**src/rtl/mdio_master.sv**
```systemverilog
// mdio_master: IEEE 802.3 Clause 22 / Clause 45 MDIO management master.
// Serialises one host register transaction at a time onto MDC/MDIO.
module mdio_master #(
    parameter int CLK_DIV      = 4,
    parameter int PREAMBLE_LEN = 32
) (
    input  logic        clk,
    input  logic        reset,
    input  logic        req_valid,
    output logic        req_ready,
    input  logic        req_cl45,
    input  logic [1:0]  req_op,
    input  logic [4:0]  req_phyad,
    input  logic [4:0]  req_regad,
    input  logic [15:0] req_data,
    output logic        rsp_valid,
    output logic [15:0] rsp_data,
    output logic        rsp_error,
    output logic        mdc,
    output logic        mdio_out,
    output logic        mdio_oe,
    input  logic        mdio_in
);

    localparam int CW = $clog2(2 * CLK_DIV);
    localparam logic [CW-1:0] LOW_END = CW'(CLK_DIV - 1);
    localparam logic [CW-1:0] BIT_END = CW'(2 * CLK_DIV - 1);
    localparam logic [4:0] PRE_LAST =
        (PREAMBLE_LEN > 0) ? 5'(PREAMBLE_LEN - 1) : 5'd0;

    typedef enum logic [3:0] {
        S_IDLE,
        S_PRE,
        S_ST,
        S_OP,
        S_PHY,
        S_REG,
        S_TA,
        S_DATA,
        S_DONE
    } state_e;

    state_e          state_q;
    state_e          state_d;
    logic [4:0]      bit_q;
    logic [4:0]      bit_d;
    logic [CW-1:0]   cyc_q;
    logic [31:0]     fr_q;
    logic            rd_q;
    logic            err_q;
    logic [15:0]     sh_q;
    logic            ready_q;
    logic            rsp_valid_q;
    logic [15:0]     rsp_data_q;
    logic            rsp_error_q;
    logic            mdc_q;
    logic            out_q;
    logic            oe_q;

    logic            out_d;
    logic            oe_d;
    logic [4:0]      last_bit;
    logic [4:0]      base;
    logic [4:0]      pos;
    logic            illegal;

    assign req_ready = ready_q;
    assign rsp_valid = rsp_valid_q;
    assign rsp_data  = rsp_data_q;
    assign rsp_error = rsp_error_q;
    assign mdc       = mdc_q;
    assign mdio_out  = out_q;
    assign mdio_oe   = oe_q;

    assign illegal = ~req_cl45 & (req_op == 2'b00 || req_op == 2'b11);

    // Next bit of the frame: field/bit position plus the pin values for it.
    always_comb begin
        last_bit = 5'd0;
        state_d  = state_q;
        bit_d    = bit_q + 5'd1;
        base     = 5'd0;
        oe_d     = 1'b0;
        out_d    = 1'b1;

        unique case (state_q)
            S_PRE:             last_bit = PRE_LAST;
            S_ST, S_OP, S_TA:  last_bit = 5'd1;
            S_PHY, S_REG:      last_bit = 5'd4;
            S_DATA:            last_bit = 5'd15;
            default:           last_bit = 5'd0;
        endcase

        if (bit_q == last_bit) begin
            bit_d = 5'd0;
            unique case (state_q)
                S_PRE:   state_d = S_ST;
                S_ST:    state_d = S_OP;
                S_OP:    state_d = S_PHY;
                S_PHY:   state_d = S_REG;
                S_REG:   state_d = S_TA;
                S_TA:    state_d = S_DATA;
                S_DATA:  state_d = S_DONE;
                default: state_d = state_q;
            endcase
        end

        unique case (state_d)
            S_OP:    base = 5'd2;
            S_PHY:   base = 5'd4;
            S_REG:   base = 5'd9;
            S_TA:    base = 5'd14;
            S_DATA:  base = 5'd16;
            default: base = 5'd0;
        endcase
        pos = base + bit_d;

        unique case (1'b1)
            state_d == S_PRE,
            state_d == S_ST,
            state_d == S_OP,
            state_d == S_PHY,
            state_d == S_REG:  oe_d = 1'b1;
            state_d == S_TA,
            state_d == S_DATA: oe_d = ~rd_q;
            default:           oe_d = 1'b0;
        endcase

        if (oe_d && state_d != S_PRE) begin
            out_d = fr_q[5'd31 - pos];
        end
    end

    always_ff @(posedge clk or posedge reset) begin
        if (reset) begin
            state_q     <= S_IDLE;
            bit_q       <= 5'd0;
            cyc_q       <= '0;
            fr_q        <= 32'd0;
            rd_q        <= 1'b0;
            err_q       <= 1'b0;
            sh_q        <= 16'd0;
            ready_q     <= 1'b1;
            rsp_valid_q <= 1'b0;
            rsp_data_q  <= 16'd0;
            rsp_error_q <= 1'b0;
            mdc_q       <= 1'b0;
            out_q       <= 1'b1;
            oe_q        <= 1'b0;
        end else begin
            rsp_valid_q <= 1'b0;
            unique case (state_q)
                S_IDLE: begin
                    if (req_valid) begin
                        ready_q <= 1'b0;
                        cyc_q   <= '0;
                        bit_q   <= 5'd0;
                        rd_q    <= req_op[1];
                        err_q   <= 1'b0;
                        fr_q    <= {1'b0, ~req_cl45, req_op, req_phyad,
                                    req_regad, 2'b10, req_data};
                        if (illegal) begin
                            state_q     <= S_DONE;
                            rsp_valid_q <= 1'b1;
                            rsp_data_q  <= 16'd0;
                            rsp_error_q <= 1'b1;
                        end else begin
                            // ST always opens with a 0 bit for both clauses
                            state_q <= (PREAMBLE_LEN > 0) ? S_PRE : S_ST;
                            oe_q    <= 1'b1;
                            out_q   <= (PREAMBLE_LEN > 0) ? 1'b1 : 1'b0;
                        end
                    end
                end
                S_DONE: begin
                    state_q <= S_IDLE;
                    ready_q <= 1'b1;
                end
                default: begin
                    cyc_q <= cyc_q + CW'(1);
                    if (cyc_q == LOW_END) begin
                        mdc_q <= 1'b1;
                        if (rd_q && state_q == S_TA && bit_q == 5'd1) begin
                            err_q <= mdio_in;
                        end
                        if (rd_q && state_q == S_DATA) begin
                            sh_q <= {sh_q[14:0], mdio_in};
                        end
                    end else if (cyc_q == BIT_END) begin
                        mdc_q   <= 1'b0;
                        cyc_q   <= '0;
                        state_q <= state_d;
                        bit_q   <= bit_d;
                        if (state_d == S_DONE) begin
                            rsp_valid_q <= 1'b1;
                            rsp_data_q  <= rd_q ? sh_q : 16'd0;
                            rsp_error_q <= rd_q & err_q;
                            oe_q        <= 1'b0;
                            out_q       <= 1'b1;
                        end else begin
                            oe_q  <= oe_d;
                            out_q <= out_d;
                        end
                    end
                end
            endcase
        end
    end

endmodule

```
**config.mk**
```make
export PLATFORM = sky130hd
export DESIGN_NAME = mdio_master
export DESIGN_NICKNAME = d
export VERILOG_FILES = /design/src/rtl/mdio_master.sv
export SDC_FILE = /design/constraint.sdc
export NUM_CORES = 1
export LEC_CHECK = 0
export ABC_AREA = 1
export CORE_ASPECT_RATIO = 0.9
export CORE_MARGIN = 4
export CORE_UTILIZATION = 40
export CTS_CLUSTER_DIAMETER = 120
export CTS_CLUSTER_SIZE = 8
export DETAILED_ROUTE_END_ITERATION = 8
export PLACE_DENSITY = 0.7
export SYNTH_ARGS = -nofsm -noshare
export SYNTH_HDL_FRONTEND = slang
export SYNTH_SLANG_ARGS = --single-unit
```
**constraint.sdc**
```tcl
create_clock -name clk -period 3.2 [get_ports clk]
set_input_delay 0.8 -clock clk [delete_from_list [all_inputs] [get_ports clk]]
set_output_delay 0.8 -clock clk [all_outputs]
set_load 0.005 [all_outputs]
```
* Yosys cells after proc, flatten, opt, wreduce, memory -nomap -nowiden
Cells that the tools add are included.
** Cells by class
- Reduce and logical (&&, ||, !) cells :: 29
- Add/subtract/negate cells :: 4
- Bitwise operators :: 6
- Multiplexer cells :: 58
- Order comparisons :: 1
- Equal/unequal tests :: 27
** Operators by type and width (number)
- two-way mux 16 bit :: 6
- == test 4 x 3 -> 1 bit (second input constant) :: 8
- one-hot mux 16 bit (2 select lines) :: 1
- one-hot mux 4 bit (7 select lines) :: 1
- two-way mux 1 bit :: 25
- one-hot mux 5 bit (5 select lines) :: 1
- two-way mux 4 bit :: 5
- two-way mux 5 bit :: 4
- one-hot mux 5 bit (4 select lines) :: 1
- == test 4 x 2 -> 1 bit (second input constant) :: 4
- one-hot mux 1 bit (2 select lines) :: 7
- nonzero test 2 bit :: 6
- one-hot mux 5 bit (2 select lines) :: 1
- two-way mux 3 bit :: 3
- == test 4 x 1 -> 1 bit (second input constant) :: 2
- == test 4 bit (second input constant) :: 2
- one-hot mux 4 bit (2 select lines) :: 1
- AND reduction 2 bit :: 4
- AND reduction 4 bit :: 2
- less-than comparator 5 x 6 -> 1 bit (second input constant) :: 1
- inequality test 2 bit (second input constant) :: 3
- one-hot mux 3 bit (2 select lines) :: 1
- AND reduction 3 bit :: 2
- AND reduction 6 bit :: 1
- other kinds (24) :: 33
** Word-level totals
- Input bits :: 33
- Output and inout bits :: 22
- Bits in registers :: 82
- Word-level logic and storage cells :: 139

* Longest topological paths before layout
Gate-level depths: netlist (run 1).
- Word-level depth :: 16
- Gate-level depth with buffers :: 29
- Gate-level depth less buffers :: 28

* Least setup slack after synthesis (run 1)
OpenSTA, ideal clock, no wires.
- Path type :: register -> register
- From :: register state_q[0]
- To :: register out_q, in the netlist mdio_out
- Arrival :: 3.162 ns
- Slack :: -0.022 ns
- Cell stages (with the launch flop) :: 27
- Setup time :: 0.060 ns
- Period minus slack after synthesis :: 3.222 ns
- Buffers on the path :: 1
- Required time :: 3.140 ns
- Path through :: dfrtp_1 inv_2 nand2_1 nand2_1 nand2_1 nand2_1 nand2_1 nor2_4 nand3_1 nand2_1 inv_2 nor2_1 nand2_1 nor2_1 inv_1 nand2_1 fa_1 clkbuf_1 a21oi_1 o21ai_0 o21ai_0 nand2_1 a31oi_1 nand3_1 nand3_1 nand2_1 nand2_1
** On the way
- Word-level cells in the longest chain between the ends :: 16
** RTL lines
- start, declared :: RTL line 43 : state_e state_q;
- start signal, assigned :: RTL line 169 : state_q <= (PREAMBLE_LEN > 0) ? S_PRE : S_ST;
- start signal, assigned :: RTL line 192 : state_q <= state_d;
- == test 4 x 3 -> 1 bit or == test 4 x 2 -> 1 bit (tied branches) :: RTL line 86, 96
- OR reduction 3 bit or OR reduction 2 bit (tied branches) :: RTL line 86 : unique case (state_q)
- one-hot mux 5 bit (4 select lines) :: RTL line 86
- == test 5 bit :: RTL line 94 : if (bit_q == last_bit) begin
- two-way mux 4 bit :: RTL line 94
- == test 4 x 3 -> 1 bit, or another cell as far along :: RTL line 108, 125
- one-hot mux 5 bit (5 select lines) :: RTL line 108 : unique case (state_d)
- adder 5 bit :: RTL line 116 : pos = base + bit_d;
- subtractor 5 bit :: RTL line 130 : out_d = fr_q[5'd31 - pos];
- binary-select mux 1 bit (select 5 bit) :: RTL line 130
- two-way mux 1 bit (not written as such) :: RTL line 130
- two-way mux 1 bit :: RTL line 129 : if (oe_d && state_d != S_PRE) begin
- two-way mux 1 bit :: RTL line 194 : if (state_d == S_DONE) begin
- two-way mux 1 bit :: RTL line 189 : end else if (cyc_q == BIT_END) begin
- two-way mux 1 bit :: RTL line 181 : if (cyc_q == LOW_END) begin
- one-hot mux 1 bit (2 select lines) :: RTL line 152 : unique case (state_q)
- end signal, assigned :: RTL line 171 : out_q <= (PREAMBLE_LEN > 0) ? 1'b1 : 1'b0;
- end signal, assigned :: RTL line 202 : out_q <= out_d;
- end, declared :: RTL line 57 : logic out_q;
Parallel ways exist; a longest one is shown, timed or not. The select of a mux whose other input is x is not followed.
A chain may end at the register's enable or synchronous reset.

* Worst setup path in the final report (run 1)
Same ends and word-level chain as after synthesis.

==> results of run 1 <==
[final timing paths]
check | from | endpoint | slack (ns) | cells after the start
max | state_q[0]$_DFFE_PP0P_ | mdio_out$_DFFE_PP1P_ | -0.1 | 26
min | fr_q[17]$_DFFE_PP0P_ | fr_q[17]$_DFFE_PP0P_ | 0.46 | 2
max reg2reg | state_q[0]$_DFFE_PP0P_ | mdio_out$_DFFE_PP1P_ | -0.1 | 26
min reg2reg | fr_q[17]$_DFFE_PP0P_ | fr_q[17]$_DFFE_PP0P_ | 0.46 | 2
max in group asynchronous | reset | fr_q[0]$_DFFE_PP0P_ | 1.75 | 3
min in group asynchronous | reset | fr_q[27]$_DFFE_PP0P_ | 0.79 | 2
[registers in the layout, indices dropped and copies added, names as in the netlist]
signal,count
rsp_data,16
rsp_valid,1
mdc,1
mdio_out,1
rsp_error,1
state_q,4
err_q,1
req_ready,1
mdio_oe,1
cyc_q,3
bit_q,5
fr_q,30
sh_q,16
[synthesized netlist by cell type, drive strengths merged]
cell type	n
nand2	184
dfrtp	79
nor2	63
inv	57
o21ai	48
a21oi	40
nand3	18
clkbuf	10
ha	9
buf	7
a31oi	4
o22ai	4
dfstp	2
xnor2	2
xor2	2
a211oi	1
a22o	1
clkinv	1
fa	1
nand4	1
nor3	1
o2111ai	1
o211ai	1
[metrics by stage]
stage	utilization [%]	setup slack (ns)
after floorplan	-	0.007442
after global placement	49.71	-0.09177
after detailed placement	49.71	-0.3156
after CTS	54.48	-0.04726
after global routing	55.15	-0.4086
final	55.15	-0.09758
[worst max-delay path: stages, from the launching register on]
cell,delay [ns]
dfrtp_1,0.42
inv_2,0.12
nor2_4,0.05
nand2_4,0.09
nand2_1,0.06
nand2_1,0.07
nand2_2,0.07
nor2_4,0.17
nand3_2,0.12
nand2_2,0.11
buf_4,0.11
buf_4,0.10
nor2_2,0.03
nand2_1,0.07
nand2_2,0.07
fa_2,0.62
buf_6,0.15
nand2_1,0.07
o21ai_1,0.13
nand2_1,0.06
nand2_1,0.06
nor2_1,0.03
a31oi_1,0.14
nand3_1,0.10
nand3_1,0.09
nand2_1,0.05
nand2_1,0.05
[per-layer routing]
metal,share of wire (%),vias to the layer above,wire (µm)
li1,-,1910,-
met1,45,1746,4602
met2,48,102,4936
met3,5.4,18,556
met4,1.9,0,196
met5,0,-,0
[power groups by stage]
stage          Combinational, W  Clock [W]  Sequential, W
2_1_floorplan         0.0000447          0        0.00107
3_3_place_gp           0.000103          0        0.00107
3_5_place_dp           0.000105          0        0.00108
4_1_cts                0.000107   0.000984        0.00106
5_1_grt                0.000119    0.00103        0.00106
6_report               0.000104   0.000963        0.00106
[cell type report]
type                    count  area (µm²)
fillers                   968        4596
repair buffers            109       977.2
multi-input cells         381        1976
inverters                  58       222.7
well taps                 129       161.4
clock inverters             5       38.79
clock buffers              11       242.7
flip-flops and latches     81        2033
[logic make-up after synthesis]
logic type                 synth area share (%)
AOI/OAI and AO/OA                         13.55
buffers and inverters                     7.642
DFF                                       48.42
xor gates and xnor gates                 0.8360
and+or+nand+nor                           26.39
adders and majority gates                 3.164
[what timing repair did]
item,in CTS,in global routing
resized for setup,45,11
pin swaps,22,17
hold endpoints to repair,0,0
endpoints found under the setup margin,1,1
buffers inserted,12,5
==> impl_metrics.toml, run 1 <==
[outcome]
outcome = "finished with violations"
violations = "setup timing"

[setup_path]
critPathLaunchType = "register"
arrival_ns = 3.58
criticalPathCategory = "register to register"
end_kind = "register"
path_max_fanout = 8
crit_required_ns = 3.48

[pwr]
ir_drop_mv = 0.3446
switching_power_w = 0.0004760
power_w = 0.002124
intPower_w = 0.001648
p_comb_share_pct = 4.9
switching_share_pct = 22.41
power_per_cell_area_nw_per_um2 = 375.8
p_leak_nw = 2.628
p_seq_share_pct = 49.8
p_clk_share_pct = 45.3

[floorplanning]
ioPinCount = 55
rows = 35
start_util_pct = 40.90
die_h_um = 105.1
die_area_um2 = 12180
core_area_um2 = 10250
fp.dieW_um = 115.9

[clocking]
cts_root_buf = "clkbuf_16"
h-tree-depth = 3
cts_hold_buf = 0
clock_sinks = 81
insertion_delay_ns = 0.34
path_clk_slew_ns = 0.06
numCtsBuffers = 9
cts_buffer_depth = 2
cts_tree = "built"

[detailed_routing]
num_vias = 3776
drtPass1Iterations = 7
drc = 0
vias_per_cell = 4.879
drt_iter0_drc = 242
avgRoutedWirePerCell_um = 13.30
drt-total-wl_mm = 10.29
ant_nets = 0

[placed_design]
dp_hpwl_mm = 7.461
portBuffers = 54
post_dp_cell_area_um2 = 5094
gp_congestion = 0.8922
dp.cells = 741

[yosys]
ys_top_cells_by_area = "dfrtp_1 (47%), nand2_1 (16%), o21ai_0 (5.7%)"
synth_fp_nets = 580
ys_types = 33
synth_area_um2 = 4192
yosysSeqAreaShare_pct = 48.42
synth_top_cell_by_area = "dfrtp_1"
synth-seq-cells = 81
yosys_warnings = 0
synth.top_cell.area_share_pct = 47.16
syn_area_per_cell_um2 = 7.805
synthCells = 537

[final_layout]
drive_above_1_share_pct = 22.95
stdcell_area_um2 = 5652
final_common_cell = "nand2_1"
syn_to_final_growth_pct = 34.84
nets = 683
mostFrequentLayoutCells = "nand2_1 (162), dfrtp_1 (76), clkdlybuf4s50_1 (54)"
insertedDiodeCount = 0
stdcell_count = 774

[sta]
hold_slack_ns = 0.4604
max_slew_margin_pct = 65.67
fin_crit_ns = 3.298
layout_setup_ws_ns = -0.09758
timing.final.crit_share_pct = 103.0
finalHoldViolations = 0
fmax_mhz = 303.3
fin_setup_tns_ns = -0.09758
fin_skew_ns = 0.006042
worst_pin_slew_ns = 0.5144
finalSetupViolations = 1
grt_setup_unrepaired = "yes"
maxSlewViolCount = 0

[global_routing]
grt_pass1_vias = 3833
grt_pass1_wl_mm = 17.85
antenna_found_initial = 0
grt_max_degree = 38
grt-ovfl-total = 0
grt_use_met3_pct = 4.343
met2_usage_pct = 29.79
busiest_layer = "met2"
globalRouteTotalUtil_pct = 18.29
use_met1_pct = 23.72

[min_path]
hp-class = "register to register"

[run]
cap_viol_max_count = 0
(Power assumes the default switching activity.)
==> run 2, diff against run 1 <==
--- a/config.mk
+++ b/config.mk
@@ -10,7 +10,7 @@
 export CORE_MARGIN = 4
 export CORE_UTILIZATION = 40
 export CTS_CLUSTER_DIAMETER = 120
-export CTS_CLUSTER_SIZE = 8
+export CTS_CLUSTER_SIZE = 20
 export DETAILED_ROUTE_END_ITERATION = 8
 export PLACE_DENSITY = 0.7
 export SYNTH_ARGS = -nofsm -noshare
==> constraint.sdc (replaced) <==
create_clock -name clk -period 3.2 [get_ports clk]
set_input_delay 0.8 -clock clk [delete_from_list [all_inputs] [get_ports clk]]
set_output_delay 0.8 -clock clk [all_outputs]
set_load 0.05 [all_outputs]
==> results of run 2 <==
The final DEF is identical to that of run 1. Status: finished with violations: setup timing.
